File: config.mk
export PLATFORM = sky130hd
export DESIGN_NAME = led_frame_sequencer_flat
export DESIGN_NICKNAME = d
export VERILOG_FILES = /design/src/rtl/led_frame_sequencer_pkg.sv /design/src/rtl/led_frame_sequencer_if.sv /design/src/rtl/led_gap_counter.sv /design/src/rtl/led_frame_sequencer.sv /design/src/flat_wrapper.sv
export SDC_FILE = /design/constraint.sdc
export NUM_CORES = 1
export LEC_CHECK = 0
export CAP_MARGIN = 20
export CORE_MARGIN = 2
export CORE_UTILIZATION = 44
export CTS_CLUSTER_SIZE = 28
export DETAILED_ROUTE_END_ITERATION = 10
export GPL_ROUTABILITY_DRIVEN = 0
export PLACE_DENSITY = 0.86
export SLEW_MARGIN = 20
export SYNTH_ARGS = -nofsm -noshare
export SYNTH_HDL_FRONTEND = slang
export SYNTH_SLANG_ARGS = --single-unit
File: constraint.sdc
create_clock -name clk -period 1.65 [get_ports clk]
set_input_delay 0.4125 -clock clk [delete_from_list [all_inputs] [get_ports clk]]
set_output_delay 0.4125 -clock clk [all_outputs]
set_load 0.005 [all_outputs]
File: src/rtl/led_frame_sequencer_pkg.sv
`default_nettype none
// ----------------------------------------------------------------------------
// led_frame_sequencer_pkg: FSM state encoding and WS2811 frame timing shared
// between the frame sequencer and the serializer. Rev 1.0
// ----------------------------------------------------------------------------
package led_frame_sequencer_pkg;

  typedef enum logic [1:0] {
    ST_IDLE   = 2'd0,
    ST_SETTLE = 2'd1,
    ST_OFFER  = 2'd2,
    ST_LATCH  = 2'd3
  } seq_state_e;

  // Three wraps of the ledcontroller pipeline; 50 us reset gap at 50 MHz.
  localparam int PIPE_SETTLE_CYCLES  = 24;
  localparam int WS2811_LATCH_CYCLES = 2500;

  // WS2811 shifts green first, then red, then blue.
  localparam int GRB_G_LSB = 16;
  localparam int GRB_R_LSB = 8;
  localparam int GRB_B_LSB = 0;

  function automatic logic [23:0] pack_grb(input logic [7:0] r,
                                           input logic [7:0] g,
                                           input logic [7:0] b);
    logic [23:0] word;
    word = '0;
    word[GRB_G_LSB +: 8] = g;
    word[GRB_R_LSB +: 8] = r;
    word[GRB_B_LSB +: 8] = b;
    return word;
  endfunction

  function automatic int gap_cnt_width(input int cycles);
    return $clog2((cycles < 2) ? 2 : cycles) + 1;
  endfunction

endpackage
`default_nettype wire

File: src/rtl/led_frame_sequencer_if.sv
`default_nettype none
// ----------------------------------------------------------------------------
// led_frame_sequencer_if: packed-pixel valid/ready stream to the WS2811
// serializer. Rev 1.0
// ----------------------------------------------------------------------------
interface led_frame_sequencer_if;
  logic [23:0] pixel_data;
  logic        pixel_valid;
  logic        pixel_ready;

  modport master (output pixel_data, output pixel_valid, input pixel_ready);
  modport slave  (input pixel_data, input pixel_valid, output pixel_ready);
endinterface
`default_nettype wire

File: src/rtl/led_gap_counter.sv
`default_nettype none
// ----------------------------------------------------------------------------
// led_gap_counter: loadable down-counter with zero flag, used for the pixel
// settle time and the latch gap. Rev 1.0
// ----------------------------------------------------------------------------
module led_gap_counter #(
  parameter int WIDTH = 4
) (
  input  logic             clk,
  input  logic             rst_n,
  input  logic             load_i,
  input  logic [WIDTH-1:0] load_value_i,
  input  logic             dec_i,
  output logic             zero_o
);

  logic [WIDTH-1:0] count_q;
  logic [WIDTH-1:0] count_d;

  // Saturates at zero so a late dec never wraps.
  always_comb begin
    count_d = count_q;
    if (load_i) begin
      count_d = load_value_i;
    end else if (dec_i && (count_q != '0)) begin
      count_d = count_q - WIDTH'(1);
    end
  end

  always_ff @(posedge clk) begin
    if (!rst_n) begin
      count_q <= '0;
    end else begin
      count_q <= count_d;
    end
  end

  assign zero_o = (count_q == '0);

endmodule
`default_nettype wire

File: src/rtl/led_frame_sequencer.sv
`default_nettype none
// ----------------------------------------------------------------------------
// led_frame_sequencer: walks ledindex over the strip, samples settled RGB,
// offers GRB pixels to the serializer and enforces the WS2811 latch gap. Rev 1.0
// ----------------------------------------------------------------------------
module led_frame_sequencer
  import led_frame_sequencer_pkg::*;
#(
  parameter int NUM_LEDS      = 64,
  parameter int SETTLE_CYCLES = PIPE_SETTLE_CYCLES,
  parameter int LATCH_CYCLES  = WS2811_LATCH_CYCLES
) (
  input  logic                          clk,
  input  logic                          rst_n,
  input  logic                          enable,
  input  logic                          frame_req,
  input  logic [7:0]                    red,
  input  logic [7:0]                    green,
  input  logic [7:0]                    blue,
  output logic [7:0]                    ledindex,
  output logic                          frame_busy,
  output logic                          frame_done,
  led_frame_sequencer_if.master         pix
);

  localparam int CNT_MAX = (SETTLE_CYCLES > LATCH_CYCLES) ? SETTLE_CYCLES : LATCH_CYCLES;
  localparam int CNT_W   = gap_cnt_width(CNT_MAX);

  // Loading N-1 makes the zero flag line up with the Nth edge after the load.
  localparam logic [CNT_W-1:0] SETTLE_LOAD = CNT_W'(SETTLE_CYCLES - 1);
  localparam logic [CNT_W-1:0] LATCH_LOAD  = CNT_W'(LATCH_CYCLES - 1);
  localparam logic [7:0]       LAST_IDX    = 8'(NUM_LEDS - 1);

  seq_state_e  state_q;
  logic [7:0]  ledindex_q;
  logic [23:0] pixel_data_q;
  logic        pixel_valid_q;
  logic        frame_busy_q;
  logic        frame_done_q;
  logic        pending_q;
  logic        pending_d;

  logic             start;
  logic             transfer;
  logic             last_pixel;
  logic             cnt_load;
  logic             cnt_dec;
  logic [CNT_W-1:0] cnt_load_value;
  logic             cnt_zero;

  assign start      = (state_q == ST_IDLE) && (frame_req || pending_q) && enable;
  assign transfer   = pixel_valid_q && pix.pixel_ready;
  assign last_pixel = (ledindex_q == LAST_IDX);

  // One-deep request memory: anything not consumed by an IDLE start coalesces here.
  always_comb begin
    pending_d = pending_q || frame_req;
    if (start) begin
      pending_d = 1'b0;
    end
  end

  always_comb begin
    cnt_load       = 1'b0;
    cnt_dec        = 1'b0;
    cnt_load_value = '0;
    case (state_q)
      ST_IDLE: begin
        if (start) begin
          cnt_load       = 1'b1;
          cnt_load_value = SETTLE_LOAD;
        end
      end
      ST_SETTLE: cnt_dec = 1'b1;
      ST_OFFER: begin
        if (transfer) begin
          cnt_load       = 1'b1;
          cnt_load_value = last_pixel ? LATCH_LOAD : SETTLE_LOAD;
        end
      end
      ST_LATCH: cnt_dec = 1'b1;
      default: cnt_dec = 1'b0;
    endcase
  end

  led_gap_counter #(
    .WIDTH (CNT_W)
  ) u_gap_counter (
    .clk          (clk),
    .rst_n        (rst_n),
    .load_i       (cnt_load),
    .load_value_i (cnt_load_value),
    .dec_i        (cnt_dec),
    .zero_o       (cnt_zero)
  );

  always_ff @(posedge clk) begin
    if (!rst_n) begin
      state_q       <= ST_IDLE;
      ledindex_q    <= 8'd0;
      pixel_data_q  <= 24'd0;
      pixel_valid_q <= 1'b0;
      frame_busy_q  <= 1'b0;
      frame_done_q  <= 1'b0;
      pending_q     <= 1'b0;
    end else begin
      frame_done_q <= 1'b0;
      pending_q    <= pending_d;
      case (state_q)
        ST_IDLE: begin
          if (start) begin
            ledindex_q   <= 8'd0;
            frame_busy_q <= 1'b1;
            state_q      <= ST_SETTLE;
          end
        end
        ST_SETTLE: begin
          if (cnt_zero) begin
            pixel_data_q  <= pack_grb(red, green, blue);
            pixel_valid_q <= 1'b1;
            state_q       <= ST_OFFER;
          end
        end
        ST_OFFER: begin
          // Valid is never retracted; data and index hold until accepted.
          if (transfer) begin
            pixel_valid_q <= 1'b0;
            if (last_pixel) begin
              state_q <= ST_LATCH;
            end else begin
              ledindex_q <= ledindex_q + 8'd1;
              state_q    <= ST_SETTLE;
            end
          end
        end
        ST_LATCH: begin
          if (cnt_zero) begin
            frame_done_q <= 1'b1;
            frame_busy_q <= 1'b0;
            ledindex_q   <= 8'd0;
            state_q      <= ST_IDLE;
          end
        end
        default: state_q <= ST_IDLE;
      endcase
    end
  end

  assign ledindex        = ledindex_q;
  assign frame_busy      = frame_busy_q;
  assign frame_done      = frame_done_q;
  assign pix.pixel_data  = pixel_data_q;
  assign pix.pixel_valid = pixel_valid_q;

endmodule
`default_nettype wire
File: src/flat_wrapper.sv
// flat-port wrapper written by rule: the top's interface ports become plain ports
module led_frame_sequencer_flat import led_frame_sequencer_pkg::*;
#(
  parameter int NUM_LEDS      = 64,
  parameter int SETTLE_CYCLES = PIPE_SETTLE_CYCLES,
  parameter int LATCH_CYCLES  = WS2811_LATCH_CYCLES
)
  (clk, rst_n, enable, frame_req, red, green, blue, ledindex, frame_busy, frame_done, pix_pixel_data, pix_pixel_valid, pix_pixel_ready);
  led_frame_sequencer_if pix_i ();
  input  logic clk;
  input  logic rst_n;
  input  logic enable;
  input  logic frame_req;
  input  logic [7:0] red;
  input  logic [7:0] green;
  input  logic [7:0] blue;
  output logic [7:0] ledindex;
  output logic frame_busy;
  output logic frame_done;
  output wire logic [$bits(pix_i.pixel_data)-1:0] pix_pixel_data;
  output wire logic [$bits(pix_i.pixel_valid)-1:0] pix_pixel_valid;
  input wire logic [$bits(pix_i.pixel_ready)-1:0] pix_pixel_ready;
  assign pix_pixel_data = pix_i.pixel_data;
  assign pix_pixel_valid = pix_i.pixel_valid;
  assign pix_i.pixel_ready = pix_pixel_ready;
  led_frame_sequencer #(.NUM_LEDS(NUM_LEDS), .SETTLE_CYCLES(SETTLE_CYCLES), .LATCH_CYCLES(LATCH_CYCLES)) u_core (.clk(clk), .rst_n(rst_n), .enable(enable), .frame_req(frame_req), .red(red), .green(green), .blue(blue), .ledindex(ledindex), .frame_busy(frame_busy), .frame_done(frame_done), .pix(pix_i));
endmodule
* After elaboration in Yosys (flattened, before gate mapping)
Cells that the tools add are included.
** Cells by class
- Add/subtract/negate cells :: 2
- $mul :: 0
- Div/mod/pow operators :: 0
- $lt $le $gt $ge :: 0
- Equality and inequality tests :: 9
- Shift-type cells :: 0
- Muxes and demuxes :: 28
- Bitwise logic cells :: 1
- Reduce and logical (&&, ||, !) cells :: 20
** Operator list (number)
- 13-bit two-way mux :: 3
- 8-bit two-way mux :: 4
- 13-bit case mux with 2 select lines :: 1
- 8-bit case mux with 3 select lines :: 1
- 13-bit logical NOT :: 1
- 13-bit nonzero test :: 1
- 13-bit by 1-bit subtractor with 13-bit output (second input constant) :: 1
- 12-bit two-way mux :: 1
- 2-bit two-way mux :: 5
- 8-bit by 1-bit adder with 8-bit output (second input constant) :: 1
- 8-bit by 6-bit == test with 1-bit output (second input constant) :: 1
- 1-bit two-way mux :: 8
- 2-bit by 1-bit inequality test with 1-bit output (second input constant) :: 4
- 2-bit case mux with 4 select lines :: 1
- 1-bit case mux with 2 select lines :: 3
- 3-bit AND reduction :: 2
- 2-bit nonzero test :: 3
- 5-bit two-way mux :: 1
- 5-bit AND reduction :: 1
- 2-bit == test (second input constant) :: 2
- 1-bit logical AND :: 4
- 2-bit AND reduction :: 2
- 4-bit AND reduction :: 1
- 2-bit OR reduction :: 2
- other kinds (6) :: 6
** Storage, ports and cells
- Register bits after elaboration :: 51
- Latch bits :: 0
- RAM bits :: 0
- Bits in read-only memories :: 0
- Bits of input ports :: 29
- Output and inout port bits :: 35
- Word-level logic and storage cells :: 68
- Memories :: 0

* Logic depth before layout (Yosys ltp)
- Word-level depth :: 6
- Mapped depth :: 7
- Gate-level depth less buffers :: 6

* Modules after synthesis
From an unflattened synthesis, not the netlist that was laid out.
** Second synthesis, totals
- Cells, all modules :: 325
- Area, all modules :: 2605.0 µm²
** Modules (own cells, without submodules)
- led_frame_sequencer :: instances 1, cells each 223, area an instance 1747.9 µm²
- led_gap_counter :: instances 1, cells each 102, area an instance 857.1 µm²

* Worst setup path after synthesis
No wires, ideal clock.
- Path kind :: reg-to-reg
- Start :: register u_core.ledindex_q[0] (netlist: u_core.ledindex[0])
- End :: register u_core.ledindex_q[3] (netlist: u_core.ledindex[3])
- Arrival time :: 1.663 ns
- Slack :: -0.104 ns
- Cell stages (with the launch flop) :: 6
- Buffers on the path :: 0
- Period minus slack after synthesis :: 1.754 ns
- Cell sequence :: dfxtp_1 > ha_1 > nand3_1 > o31ai_4 > o211ai_2 > a311oi_1
** On the way
- Longest elaborated chain between the ends :: 4
- Elaborated cells on any way between the ends :: 7
** RTL lines
- from (decl) :: line led_frame_sequencer.sv:35 : logic [7:0] ledindex_q;
- from (signal assigned) :: line led_frame_sequencer.sv:131 : ledindex_q <= ledindex_q + 8'd1;
- 8-bit by 1-bit adder with 8-bit output :: line led_frame_sequencer.sv:131
- 8-bit two-way mux :: line led_frame_sequencer.sv:128 : if (last_pixel) begin
- 8-bit two-way mux :: line led_frame_sequencer.sv:126 : if (transfer) begin
- 8-bit case mux with 3 select lines :: line led_frame_sequencer.sv:109 : case (state_q)
Parallel ways exist; a longest one is shown, timed or not. The select of a mux whose other input is x is not followed.
A chain may end at the register's enable or synchronous reset.

* Worst setup path in the final report
- Start :: register u_core.u_gap_counter.count_q[7]
- End :: register u_core.pixel_data_q[22] (netlist: u_core.pix.pixel_data[22])
** On the way
- Longest elaborated chain between the ends :: 2
** RTL lines
- from (decl) :: line led_gap_counter.sv:17 : logic [WIDTH-1:0] count_q;
- from (signal assigned) :: line led_gap_counter.sv:34 : count_q <= count_d;
- 13-bit logical NOT :: line led_gap_counter.sv:38 : assign zero_o = (count_q == '0);
- 2-bit AND reduction (no line)
- to (signal assigned) :: line led_frame_sequencer.sv:119 : pixel_data_q <= pack_grb(red, green, blue);
- to (decl) :: line led_frame_sequencer.sv:36 : logic [23:0] pixel_data_q;
No other way between the ends.

==> summary.txt <==
Routing
  – Avg WL per Cell: approximately 17 microns
  – Vias per inst: about 5.7
  – Post-route ant nets: 0
  – Initial drt markers: about 200
  – Drt pass-1 iters: 4
  – Via count: 2,722
  – DRT Wirelength: around 8.1 mm
  – Post-route DRC violation count: 0

GRT
  – GRT Util Overall: between 20% and 30%
  – Largest net degree at the start of global routing: approximately 60
  – Vias in the first global route: approximately 2,700
  – Initial antenna violation count: 0
  – Grt ovf: 0
  – First-pass GRT wire length: around 13 mm

STA
  – Worst rel slew slack: ~73%
  – Final hold viol count: 0
  – Fin crit share: 103%
  – Worst hold slack: 0.416 ns
  – Worst-Margin Slew: slightly above 0.4 ns
  – Setup ws final: -0.0521 ns
  – RSZ-0062 raised after global routing: yes
  – Min cycle time layout: between 1.5 and 2 ns
  – # setup viols final: 25
  – Setup Skew: around 0.011 ns
  – FMAX: approximately 590 MHz
  – Max-slew violations: 0

Final layout
  – Combined area of the multi-input logic cells: between 1500 and 2000 sq um
  – Share of cells above drive strength 1: between 20% and 30%
  – Area growth, synth to finish: 56.8%
  – Most common cell after layout, fill and taps aside: nand2_1
  – Most frequent cells in the layout: 66 x nand2_1, 51 x clkdlybuf4s50_1, 46 x buf_4, 36 x dfxtp_1, 29 x mux2i_1
  – Fillers: about 370
  – Nets@finish: 434
  – Cell area after layout: 4000 sq um
  – FF/Latch Area: between 1000 and 1500 sq um
  – Diodes inserted: 0

Placement
  – Placed inst area: ~3600 sq um
  – Detail Placement HPWL: 5.30 mm
  – I/O Buffers: between 60 and 70

Clocking
  – Hold_buf cts: 0
  – Clock Tree Buf Depth: 2
  – Clk_lat worst skew: about 0.32 ns
  – Worst-path clk slew: ~0.11 ns
  – Cts bufs inserted: 5
  – CTS tree: yes
  – H-tree Lvls: 2
  – CTS root buf: clkbuf_8
  – CTS sink cnt: 51

Critical path
  – CP max stage cell: nor4_4
  – Critical Path Source: u_core.u_gap_counter.count_q[7]
  – CP max stage delay: approximately 0.38 ns
  – Flop-to-flop setup slack: -0.05 ns
  – Worst path required time: roughly 1.9 ns
  – Critical path buffers and inverters: 2
  – Crit. End Element: flip-flop
  – Startpoint types: flip-flop
  – Crit path kind: reg -> reg
  – Top delay family on crit path: simple AND/OR/NAND/NOR gates
  – CP arrival: about 1.9 ns
  – Worst R2R Start: u_core.u_gap_counter.count_q[7]
  – Crit path max fanout: 12
  – R2R depth: 6
  – Ordered list of cells on the worst path: nor4_4, nand4_4, nor3_4, buf_4, buf_16, mux2i_1
  – Critical R2R Capture: u_core.pix.pixel_data[22]

Min path
  – Hold path cells: 3
  – Hold EP: u_core.ledindex[4]
  – Hold path start: rst_n
  – HP Class: in -> reg

Status
  – Outcome: finished, violations left
  – Failing checks: negative setup slack

Power
  – Worst IR Drop VDD: around 0.0006 V
  – PD cells: 1170 nW/um^2
  – Leakage power: roughly 1.6 nW

Yosys
  – Synth top area cells: dfxtp_1 40%, mux2i_1 11%, nand2_1 9.8%
  – Syn avg cell area: 8.81 sq um
  – Post-Syn Nets: approximately 320
  – Sequential fraction of the synthesis area: 40.0%
  – Cells after synthesis: 290
  – Post-synth EDFFs: 0
  – Synth warn: 0
  – Synthesized flop and latch total: slightly above 50
  – Most common flop cell mapped by yosys: dfxtp_1
  – Synth area leader: dfxtp_1
  – Mapped Area: approximately 2600 sq um
  – Post-synth top area share: between 30% and 40%
  – FFs w/ async S/R, synth: 0%
  – Netlist cell types: 54

Floorplanning
  – Die W: approximately 80 microns
  – Core Region: between 5000 and 6000 sq um
  – Site Rows: 27
  – Full die area: 6430 sq um
  – Starting Density: 46.1%
  – IO Pins: 64
  – Die H: about 80 microns

Job
  – Max Cap Viol: 0
==> cell type report <==
type	count	area share (%)
tap	72	2.25
clock buffer	5	1.72
timing repair buffer	121	28.8
clock inverter	3	0.656
inverter	6	0.563
sequential	51	26.0
multi-input combinational	217	40.0
==> sequential cells by signal, summed over array words and instances, names as in the netlist <==
register and count:
u_core.pending_q 1, u_core.frame_busy 1, u_core.frame_done 1, u_core.state_q 2
u_core.pix.pixel_data 24, u_core.u_gap_counter.count_q 13, u_core.ledindex 8, u_core.pix.pixel_valid 1
==> Yosys cell counts (2+ instances only) <==
cell	instances
inv_1	6
o21ai_0	8
o22ai_1	5
nand3_1	10
ha_1	3
buf_12	2
nand4_1	3
o21a_1	3
nor4_1	7
clkbuf_1	12
nand4b_1	3
o211ai_1	2
a31oi_1	5
a21oi_1	4
o211a_1	2
o311a_1	3
dfxtp_1	51
or2_2	3
nand2b_1	7
nand2_1	67
a211oi_1	4
nor3_1	4
nor2_1	8
and2_1	3
mux2i_1	29
a311oi_1	3
nor2b_1	3
and3_1	4
==> worst min-delay path: stages <==
cell	delay, ns
buf_2	0.16
o21ai_0	0.09
a31oi_1	0.04
==> metrics by stage <==
| stage | setup TNS [ns] | setup WS (ns) | instances | total power [mW] | util (%) |
|---|---|---|---|---|---|
| 3_3_place_gp | -11.07 | -0.509 | 454 | 3.25 | 64.2 |
| 3_5_place_dp | -13.37 | -0.536 | 454 | 3.31 | 64.2 |
| 2_1_floorplan | 0 | 0.00742 | 290 | 2.58 | - |
| 4_1_cts | -0.0546 | -0.0409 | 472 | 4.43 | 69.7 |
| 6_report | -0.416 | -0.0521 | 475 | 4.70 | 72.3 |
| 5_1_grt | -3.69 | -0.128 | 475 | 4.93 | 72.3 |
==> worst max-delay path by stage <==
stage,slack [ns],to,cells after the start
after floorplan,0.007,u_core.pix.pixel_data[11],6
after global placement,-0.51,u_core.ledindex[2],5
after detailed placement,-0.54,u_core.ledindex[3],5
after CTS,-0.04,u_core.u_gap_counter.count_q[6],6
after global routing,-0.13,u_core.pix.pixel_data[22],6
final,-0.05,u_core.pix.pixel_data[22],6
==> kinds of logic after synthesis <==
kind of cell | after synthesis | share of synthesized area, %
AND/OR/NAND/NOR | 131 | 26.3
AO/OA/AOI/OAI | 54 | 16.0
flip-flops | 51 | 40.0
multiplexers | 29 | 11.4
buffers and inverters | 22 | 4.85
adder cells (fa/ha/maj) | 3 | 1.47
==> power by group <==
part	switching (mW)	internal, mW
Combinational	1.13	1.26
Sequential	0.146	1.39
Clock	0.466	0.313
Total	1.74	2.96
==> layer usage <==
layer / vias up / GRT usage (%) / wire (microns)
met5: - / 0 / 0
met4: 0 / 13.1 / 230
met3: 28 / 4.16 / 455
met2: 114 / 45.6 / 4260
met1: 1302 / 28.9 / 3110
li1: 1278 / - / -
==> repair_timing <==
action,CTS,global route
pin swaps,7,14
cloned,2,0
gates resized for setup,37,29
endpoints found under the setup margin,54,48
buffers inserted,8,3
Note: power is estimated with default switching activity, not from simulation.
